$ cat src/rtl/superfrog_pkg.sv
// Shared game types and small helpers for the obstacle field.
// Holds the game-state encoding, the default coordinate width and two pure functions.
package superfrog_pkg;

  typedef enum logic [1:0] {
    IDLE = 2'd0,
    PLAY = 2'd1,
    DEAD = 2'd2
  } game_state_t;

  localparam int CORDW_DEF = 16;

  // Lowest set bit index of v; 0 when v is all zeros.
  function automatic int prio_enc(input logic [15:0] v);
    int idx;
    idx = 0;
    for (int i = 15; i >= 0; i--) begin
      if (v[i]) idx = i;
    end
    return idx;
  endfunction

  function automatic int sat_add(input int a, input int b, input int max_v);
    return (a + b > max_v) ? max_v : a + b;
  endfunction

endpackage

$ cat src/rtl/obstacle_lane.sv
// One falling obstacle: holds its x/y, applies per-frame motion and respawns
// above the field once it drops past the floor.
module obstacle_lane #(
  parameter int IDX       = 0,
  parameter int CORDW     = 16,
  parameter int RNDW      = 8,
  parameter int X_MIN     = 158,
  parameter int X_STEP    = 64,
  parameter int Y_INIT    = -300,
  parameter int Y_STAG    = 50,
  parameter int Y_FLOOR   = 230,
  parameter int Y_RESPAWN = -300
) (
  input  logic             clk_pix,
  input  logic             rst_n,
  input  logic             init,
  input  logic             step,
  input  logic [CORDW-1:0] speed,
  input  logic [RNDW-1:0]  rnd,
  output logic [CORDW-1:0] x,
  output logic [CORDW-1:0] y,
  output logic             respawn
);

  localparam logic signed [CORDW-1:0] X_INIT_C  = CORDW'(X_MIN + IDX * X_STEP);
  localparam logic signed [CORDW-1:0] Y_INIT_C  = CORDW'(Y_INIT - IDX * Y_STAG);
  localparam logic signed [CORDW-1:0] X_MIN_C   = CORDW'(X_MIN);
  localparam logic signed [CORDW-1:0] FLOOR_C   = CORDW'(Y_FLOOR);
  localparam logic signed [CORDW-1:0] RESPAWN_C = CORDW'(Y_RESPAWN);
  localparam logic [RNDW-1:0]         RND_OFS   = RNDW'(IDX * X_STEP);

  logic signed [CORDW-1:0] x_q, x_d, y_q, y_d;
  logic [RNDW-1:0]         rnd_ofs;

  // NOTE: every signal written here gets a default first, otherwise paths
  // that skip an assignment infer latches.
  always_comb begin
    x_d     = x_q;
    y_d     = y_q;
    respawn = 1'b0;
    rnd_ofs = rnd + RND_OFS;   // wraps mod 2^RNDW by width
    if (init) begin
      x_d = X_INIT_C;
      y_d = Y_INIT_C;
    end else if (step) begin
      if (y_q > FLOOR_C) begin
        respawn = 1'b1;
        y_d     = RESPAWN_C;
        x_d     = X_MIN_C + CORDW'(rnd_ofs);
      end else begin
        y_d = y_q + speed;
      end
    end
  end

  // NOTE: state flops use non-blocking assignments so every flop samples
  // pre-edge values regardless of statement order.
  always_ff @(posedge clk_pix or negedge rst_n) begin
    if (!rst_n) begin
      x_q <= X_INIT_C;
      y_q <= Y_INIT_C;
    end else begin
      x_q <= x_d;
      y_q <= y_d;
    end
  end

  assign x = x_q;
  assign y = y_q;

endmodule

$ cat src/rtl/obstacle_field.sv
// Owner of N falling obstacles: game FSM, score/level, player collision and
// the opaque-pixel priority encoder; per-object motion lives in obstacle_lane.
module obstacle_field import superfrog_pkg::*; #(
  parameter int N_OBJ     = 5,
  parameter int CORDW     = CORDW_DEF,
  parameter int RNDW      = 8,
  parameter int X_MIN     = 158,
  parameter int X_STEP    = 64,
  parameter int Y_INIT    = -300,
  parameter int Y_STAG    = 50,
  parameter int Y_FLOOR   = 230,
  parameter int Y_RESPAWN = -300,
  parameter int SPEED0    = 1,
  parameter int SPEED_MAX = 6,
  parameter int SCOREW    = 8,
  parameter int LVL_SHIFT = 4,
  localparam int SELW     = (N_OBJ > 1) ? $clog2(N_OBJ) : 1
) (
  input  logic                   clk_pix,
  input  logic                   rst_n,
  input  logic                   frame,
  input  logic                   start,
  input  logic [RNDW-1:0]        rnd,
  input  logic [N_OBJ-1:0]       obj_draw,
  input  logic                   plr_draw,
  output logic [N_OBJ*CORDW-1:0] obj_x,
  output logic [N_OBJ*CORDW-1:0] obj_y,
  output logic                   obj_any,
  output logic [SELW-1:0]        obj_sel,
  output logic [1:0]             state,
  output logic                   dead,
  output logic [SCOREW-1:0]      score,
  output logic [3:0]             level,
  output logic [SELW-1:0]        hit_idx
);

  localparam int SCORE_MAX = (1 << SCOREW) - 1;

  game_state_t       state_q, state_d;
  logic [SCOREW-1:0] score_q, score_d;
  logic [SELW-1:0]   hit_q, hit_d;
  logic              lane_init, lane_step;
  logic [N_OBJ-1:0]  respawn;
  logic [CORDW-1:0]  speed;
  logic [3:0]        level_w;
  logic [31:0]       lvl_raw;
  int                spd_i;
  int                resp_cnt;

  for (genvar i = 0; i < N_OBJ; i++) begin : g_lane
    obstacle_lane #(
      .IDX(i), .CORDW(CORDW), .RNDW(RNDW), .X_MIN(X_MIN), .X_STEP(X_STEP),
      .Y_INIT(Y_INIT), .Y_STAG(Y_STAG), .Y_FLOOR(Y_FLOOR), .Y_RESPAWN(Y_RESPAWN)
    ) u_lane (
      .clk_pix (clk_pix),
      .rst_n   (rst_n),
      .init    (lane_init),
      .step    (lane_step),
      .speed   (speed),
      .rnd     (rnd),
      .x       (obj_x[i*CORDW +: CORDW]),
      .y       (obj_y[i*CORDW +: CORDW]),
      .respawn (respawn[i])
    );
  end

  always_comb begin
    lvl_raw  = 32'(score_q) >> LVL_SHIFT;
    level_w  = (lvl_raw > 32'd15) ? 4'd15 : lvl_raw[3:0];
    spd_i    = SPEED0 + int'(level_w);
    speed    = CORDW'((spd_i > SPEED_MAX) ? SPEED_MAX : spd_i);
    resp_cnt = 0;
    for (int i = 0; i < N_OBJ; i++) begin
      resp_cnt = resp_cnt + (respawn[i] ? 1 : 0);
    end
  end

  always_comb begin
    state_d   = state_q;
    score_d   = score_q;
    hit_d     = hit_q;
    lane_init = 1'b0;
    lane_step = 1'b0;
    case (state_q)
      IDLE: if (start) state_d = PLAY;
      PLAY: begin
        // A collision on a frame cycle still lets that frame's motion land.
        lane_step = frame;
        if (frame) score_d = SCOREW'(sat_add(int'(score_q), resp_cnt, SCORE_MAX));
        if (plr_draw && |obj_draw) begin
          state_d = DEAD;
          hit_d   = SELW'(prio_enc(16'(obj_draw)));
        end
      end
      DEAD: if (start) begin
        state_d   = IDLE;
        lane_init = 1'b1;
        score_d   = '0;
      end
      default: state_d = IDLE;
    endcase
  end

  always_ff @(posedge clk_pix or negedge rst_n) begin
    if (!rst_n) begin
      state_q <= IDLE;
      score_q <= '0;
      hit_q   <= '0;
    end else begin
      state_q <= state_d;
      score_q <= score_d;
      hit_q   <= hit_d;
    end
  end

  assign obj_any = |obj_draw;
  assign obj_sel = SELW'(prio_enc(16'(obj_draw)));
  assign state   = state_q;
  assign dead    = (state_q == DEAD);
  assign score   = score_q;
  assign level   = level_w;
  assign hit_idx = hit_q;

endmodule

$ cat config.mk
export PLATFORM = sky130hd
export DESIGN_NAME = obstacle_field
export DESIGN_NICKNAME = d
export VERILOG_FILES = /design/src/rtl/superfrog_pkg.sv /design/src/rtl/obstacle_lane.sv /design/src/rtl/obstacle_field.sv
export SDC_FILE = /design/constraint.sdc
export NUM_CORES = 1
export LEC_CHECK = 0
export ABC_AREA = 1
export BUFFER_PORTS_ARGS = -buffer_cell sky130_fd_sc_hd__buf_2
export CAP_MARGIN = 20
export CORE_MARGIN = 8
export CORE_UTILIZATION = 49
export CTS_BUF_LIST = sky130_fd_sc_hd__clkbuf_4 sky130_fd_sc_hd__clkbuf_8 sky130_fd_sc_hd__clkbuf_16
export DETAILED_ROUTE_END_ITERATION = 8
export PLACE_DENSITY_LB_ADDON = 0.2
export SLEW_MARGIN = 20
export SYNTH_ARGS = -nofsm -noshare
export SYNTH_HDL_FRONTEND = slang
export SYNTH_HIERARCHICAL = 1
export SYNTH_SLANG_ARGS = --single-unit
$ cat constraint.sdc
create_clock -name clk_pix -period 10.66 [get_ports clk_pix]
set_input_delay 2.132 -clock clk_pix [delete_from_list [all_inputs] [get_ports clk_pix]]
set_output_delay 2.132 -clock clk_pix [all_outputs]
set_load 0.01 [all_outputs]
==> results.json, run 1 <==
{
  "status": "finished, final reports clean",
  "hold_viol_final": 0,
  "worst_hold_startpoint": "g_lane[3].u_lane/x[4]$_DFFE_PN1P_",
  "whs_endpoint": "g_lane[3].u_lane/x[4]$_DFFE_PN1P_",
  "leakage_nw": 8.03,
  "finClkSkew_ns": 0.00839,
  "yosys.area.top_type_share_pct": 18.7,
  "cp_top_family": "adder cells",
  "dp_cells": 2384,
  "core_area_mm2": 0.0244,
  "grt_setup_unrepaired": "false",
  "power.total_w": 0.00401,
  "final_antenna_net_count": 0,
  "wl_um": 33600,
  "hpwl_um": 26300,
  "critical_path_depth": 22,
  "synth_ff_type": "dfstp_2",
  "yosysWarnings": 6,
  "cts_hold_buf": 0,
  "gp_congestion": 0.928,
  "insertion_delay_ns": 0.42,
  "hold-path-cell-count": 2,
  "synth_top_area_cell": "nand2_1",
  "grt_pass1_wl_um": 55400,
  "dr.pass1.iters": 5,
  "drt_iter0_drc": 736,
  "synth.distinct_cells": 48,
  "die_y_um": 174,
  "cts_setup_buffers": 0,
  "setup_ws_ns": 5.13,
  "row_count": 57,
  "die-area_mm2": 0.0302,
  "post-route-period-util_pct": 51.8,
  "hold_path.class": "reg2reg",
  "cts_resized": 0,
  "antenna_found_initial": 1,
  "io_buffers": 164,
  "ios": 200,
  "ys_ff_latch": 138,
  "die_w_um": 174,
  "grt_pass1_vias": 11296,
  "critPathArrivalTime_ns": 5.83,
  "cp_num_buf_inv": 9,
  "timing.fmax_ghz": 0.181,
  "max-cap-violations": 0,
  "synthSimpleGateAreaFrac_pct": 36.7,
  "cts_sinks": 138,
  "clk_pin_slew_ns": 0.06,
  "synth_mux_area_share_pct": 0,
  "holdWs_ns": 0.467,
  "syn2layout_area_growth_pct": 15.5,
  "via_per_inst": 4.80,
  "powerDensity_mw_per_mm2": 284,
  "htreeDepth": 4,
  "max-vdd-ir-drop_mv": 0.131,
  "cts_tree": "yes",
  "cts_buffers": 17,
  "slew_headroom_pct": 34.3,
  "async_flop_share_pct": 100,
  "fill_cells": 2455,
  "synth_fa_ha_area_share_pct": 10.3,
  "setup_viol": 0,
  "crit_path_max_incr_delay_ns": 0.52,
  "r2r_end": "score[6]$_DFFE_PN0P_",
  "initial_utilization_pct": 50.0,
  "end_kind": "flip-flop",
  "preCtsSetupSlack_ns": 4.73,
  "ys_seq_area_share_pct": 29.2,
  "nNetsFinal": 2193,
  "syn_area_per_cell_um2": 6.62,
  "synth_top_family_by_area": "simple AND/OR/NAND/NOR gates",
  "maxSlewViolCount": 0,
  "startpoint_type": "input port",
  "post_drt_wl_per_cell_um": 13.9,
  "r2r-start": "state[0]$_DFFE_PN0P_",
  "drc_errors": 0,
  "setup.worst_path.class": "in2reg",
  "vias": 11608,
  "grt.overflow.total": 0,
  "final.setup.tns_ns": 0,
  "required_ns": 10.97,
  "ff2ff_path_depth": 22,
  "synth_xor_area_share_pct": 3.74,
  "clk_path_buf_depth": 2,
  "grt_max_degree": 89,
  "ctsRootBufferMaster": "clkbuf_16",
  "synth_area_leaders": "nand2_1, dfstp_2, dfrtp_1",
  "grt_util_all_layers_pct": 22.2,
  "r2r_slack_ns": 6.31,
  "worst_path_max_delay_cell": "fa_1",
  "synth_compound_area_share_pct": 6.50,
  "synth_enable_flop_cells": 0,
  "syn_area_mm2": 0.0122,
  "drive_gt1_share_pct": 17.8,
  "worstMarginPinSlew_ns": 0.982,
  "synthCells": 1842,
  "crit_top_cell": "nand2_1",
  "crit_fanout": 30,
  "layout.cells.non_filler": 2417,
  "fin_crit_ns": 5.53,
  "cp_cell_sequence": "buf_2 -> nand2_1 -> inv_2 -> buf_4 -> inv_1 -> nand3_1 -> inv_1 -> fa_1 -> inv_1 -> fa_1 -> inv_1 -> ha_1 -> inv_1 -> fa_1 -> inv_1 -> nand2_1 -> a21oi_4 -> nand2_1 -> nand2_1 -> nand2_1 -> nand2_1 -> nand2_1"
}
==> cell usage after synthesis, types with 2 or more instances <==
cell type and count:
nor2_1 176, nand2_1 607, xor2_1 27, nand4_1 17, nor2_8 4, nor2_2 9
and2_1 5, nor2_4 7, nor3b_1 4, inv_1 329, a21oi_2 5, a21oi_1 70
conb_1 6, o21ai_0 31, dfstp_2 80, nand2_4 10, or2_0 3, inv_2 15
fa_1 8, nand3_1 123, o21ai_1 11, nor3_1 7, or2_2 10, buf_2 2
nand3_2 7, xnor2_1 25, or2_1 5, o22ai_1 5, buf_4 39, ha_1 88
o31ai_1 3, nand2_2 16, dfrtp_1 58, a31oi_1 7, nand3b_1 9, buf_6 2
==> cell families after synthesis <==
family | count (synthesis)
and+or+nand+nor | 1022
buffers and inverters | 389
AOI/OAI and AO/OA | 139
DFF | 138
adders and majority gates | 96
xor gates and xnor gates | 52
other | 6
==> flip-flops by register name, indices dropped and copies added (netlist names) <==
register,cells
g_lane.u_lane/y,80
state,2
score,8
hit_idx,3
g_lane.u_lane/x,45
==> metrics by stage <==
stage          utilization, %  cell area (um2)
2_1_floorplan               -            12500
3_3_place_gp             55.2            13500
3_5_place_dp             55.2            13500
4_1_cts                  57.7            14100
5_1_grt                  57.7            14100
6_report                 57.7            14100
==> where the power goes <==
group,switching (W),internal (W),leakage (nW)
combinational,0.00146,0.000851,6.14
clock,0.000245,0.000376,0.301
sequential,0.000230,0.000846,1.60
total,0.00193,0.00207,8.03
==> worst min-delay path, stage by stage (launching register included) <==
cell     delay (ns)
dfstp_2        0.37
nand2_1        0.05
nand2_1        0.05
==> area by class of cell <==
class	count	area, um2	share of cell area [%]
clock buffer	18	439	3.12
multi-input combinational	1409	7360	52.2
clock inverter	14	170	1.21
tap	324	405	2.88
inverter	346	1310	9.28
sequential	138	3550	25.2
antenna	1	2.50	0.0178
timing repair buffer	167	850	6.03
==> worst max-delay path by stage <==
stage | start | to | slack, ns
detailed placement | start | score[6]$_DFFE_PN0P_ | 4.73
floorplan | start | score[6]$_DFFE_PN0P_ | 4.97
global route | start | score[3]$_DFFE_PN0P_ | 4.77
CTS | start | score[6]$_DFFE_PN0P_ | 5.16
global placement | start | score[6]$_DFFE_PN0P_ | 4.82
finish | start | score[6]$_DFFE_PN0P_ | 5.13
==> cell usage in the layout, fill, tap and decap left out, types with 8 or more instances in the layout <==
master,instances
fa_1,8
o21ai_1,11
xnor2_1,25
nand2_2,16
xor2_1,27
conb_1,100
ha_1,88
nand3b_1,9
nand4_1,17
nor2_1,176
a21oi_1,70
buf_2,163
o21ai_0,31
nand3_1,123
inv_2,16
dfstp_2,80
nand2_4,10
nor2_2,9
nand2_1,607
or2_2,10
clkbuf_16,17
inv_1,328
dfrtp_1,58
==> routing by layer <==
layer  track usage [%]  vias to the layer above  part of all wire, %
li1                  -                     6026                    -
met3              4.44                       42                  5.8
met5                 0                        -                    0
met4              6.70                        0                  2.2
met1              28.5                     5238                   46
met2              37.2                      302                   46
No activity file was read; power rests on OpenSTA's default activity.
==> inputs of run 2 (changes only) <==
ABC_AREA = 0   (was 1)
clock period = 5.6 ns   (was 10.66 ns; I/O delays follow)
==> results.json, run 2 <==
{
  "leakage_nw": 5.80,
  "die-area_mm2": 0.0265,
  "diodes": 0,
  "final_antenna_net_count": 0,
  "wl_um": 28700,
  "vias": 9303,
  "required_ns": 5.96,
  "clk_pin_slew_ns": 0.06,
  "initial_utilization_pct": 50.1,
  "io_buffers": 164,
  "syn2layout_area_growth_pct": 16.5,
  "htreeDepth": 4,
  "cts_resized": 0,
  "grt.overflow.total": 0,
  "critPathArrivalTime_ns": 4.55,
  "timing.fmax_ghz": 0.239,
  "worst_path_max_delay_cell": "fa_1",
  "drt_iter0_drc": 621,
  "crit_path_max_incr_delay_ns": 0.42,
  "yosysMostFrequentCell": "nor2_1",
  "status": "finished, final reports clean",
  "synth.distinct_cells": 83,
  "ctsRootBufferMaster": "clkbuf_16",
  "fin_crit_ns": 4.19,
  "antenna_found_initial": 1,
  "finClkSkew_ns": 0.00658,
  "grt_setup_unrepaired": "false",
  "die_y_um": 163,
  "clk_path_buf_depth": 2,
  "async_flop_share_pct": 100,
  "via_per_inst": 5.55,
  "cp_cell_sequence": "buf_2 -> nand3b_4 -> inv_1 -> buf_4 -> nand3_1 -> nor2_1 -> fa_1 -> inv_1 -> fa_1 -> inv_1 -> ha_1 -> inv_1 -> fa_1 -> nor2b_1 -> o211ai_1 -> o21ai_0 -> o221a_1",
  "powerDensity_mw_per_mm2": 552,
  "nNetsFinal": 1503,
  "max-cap-violations": 0,
  "largest_reg_flops": 80,
  "slew_headroom_pct": 20.0,
  "yosysWarnings": 6,
  "cp_top_family": "adder cells",
  "startpoint_type": "input port",
  "drive_gt1_share_pct": 23.8,
  "final.setup.tns_ns": 0,
  "synth_top_area_cell": "dfstp_2",
  "grt_max_degree": 107,
  "cts_setup_buffers": 0,
  "hold_path.class": "reg2reg",
  "setup.worst_path.class": "in2reg",
  "cts_sinks": 138,
  "gp_congestion": 0.897,
  "end_kind": "flip-flop",
  "yosys.area.top_type_share_pct": 19.9,
  "die_w_um": 163,
  "drc_errors": 0,
  "synth_ff_type": "dfstp_2",
  "ys_seq_area_share_pct": 33.7,
  "insertion_delay_ns": 0.43,
  "syn_area_per_cell_um2": 9.01,
  "ys_ff_latch": 138,
  "final_common_cell": "buf_2",
  "crit_top_cell": "inv_1",
  "post_drt_wl_per_cell_um": 17.1,
  "dr.pass1.iters": 5,
  "maxSlewViolCount": 0,
  "syn_area_mm2": 0.0106,
  "worstMarginPinSlew_ns": 1.19,
  "synthCells": 1172,
  "r2r_slack_ns": 1.49,
  "fill_cells": 1940,
  "cts_hold_buf": 0,
  "core_area_mm2": 0.0211,
  "hold_viol_final": 0,
  "cp_num_buf_inv": 6,
  "max-vdd-ir-drop_mv": 0.288,
  "synth_area_leaders": "dfstp_2, dfrtp_1, ha_1",
  "synth_enable_flop_cells": 0,
  "post-route-period-util_pct": 74.8,
  "grt_pass1_vias": 9112,
  "setup_viol": 0,
  "cts_buffers": 17,
  "grt_pass1_wl_um": 46700,
  "row_count": 53,
  "power.total_w": 0.00678,
  "layout_common_cells": "buf_2, nor2_1, conb_1",
  "ios": 200,
  "crit_fanout": 25,
  "hpwl_um": 21600,
  "synthTopCellsByCount": "nor2_1, a21oi_1, ha_1, dfstp_2, inv_1",
  "cts_tree": "yes",
  "grt_util_all_layers_pct": 21.7
}
==> run 2: cell count changes in the layout (fill, tap and decap cells not counted), sizes merged, moves of 25 or more <==
cell / previous run / this run
nand3: 131 / 23
inv: 348 / 69
nand2: 633 / 52
a21oi: 76 / 105
nor2: 196 / 144
a211o: 0 / 25
==> run 2: final timing paths <==
check,startpoint,end,depth (start not counted)
worst max-delay path,frame,score[5]$_DFFE_PN0P_,17
worst min-delay path,hit_idx[2]$_DFFE_PN0P_,hit_idx[2]$_DFFE_PN0P_,1
worst max register to register,state[0]$_DFFE_PN0P_,score[5]$_DFFE_PN0P_,16
worst min register to register,hit_idx[2]$_DFFE_PN0P_,hit_idx[2]$_DFFE_PN0P_,1
max in group asynchronous,rst_n,g_lane[0].u_lane/y[6]$_DFFE_PN1P_,2
min in group asynchronous,rst_n,g_lane[1].u_lane/y[8]$_DFFE_PN0P_,1
==> run 2: kinds of logic after synthesis <==
kind of cell	share of synthesized area, %
other	0.213
XOR/XNOR	6.06
buffers and inverters	6.55
flip-flops	33.7
AO/OA/AOI/OAI	23.9
adder cells (fa/ha/maj)	11.9
multiplexers	1.36
AND/OR/NAND/NOR	16.3
==> run 2: metal layers <==
layer	vias to the layer above	wire (um)	global-route usage, %
met1	4473	13400	29.1
met2	234	13000	34.8
li1	4561	-	-
met5	-	13	0
met4	2	462	6.13
met3	33	1720	4.52
==> run 2: through the flow <==
step                area, um2  hold WS (ns)  worst slack [ns]  util [%]  instances
finish                  12300         0.499              1.41      58.3       1677
global route            12300         0.521              1.20      58.3       1677
CTS                     12300         0.502              1.43      58.3       1677
detailed placement      11700         0.491             0.990      55.6       1645
global placement        11700         0.483              1.04      55.6       1645
floorplan               10900         0.506             0.911         -       1269
==> run 2: report_power, final <==
group	internal (W)	total [W]	switching [W]
clock network	0.000686	0.00112	0.000430
registers	0.00160	0.00205	0.000451
logic	0.00154	0.00362	0.00208
==> run 2: layout make-up <==
| class | count | area [um2] | share of cell area, % |
|---|---|---|---|
| sequential | 138 | 3550 | 28.9 |
| tap | 275 | 344 | 2.80 |
| timing repair buffer | 171 | 880 | 7.15 |
| clock buffer | 23 | 477 | 3.88 |
| multi-input combinational | 992 | 6690 | 54.4 |
| inverter | 69 | 259 | 2.11 |
| clock inverter | 9 | 97.6 | 0.794 |
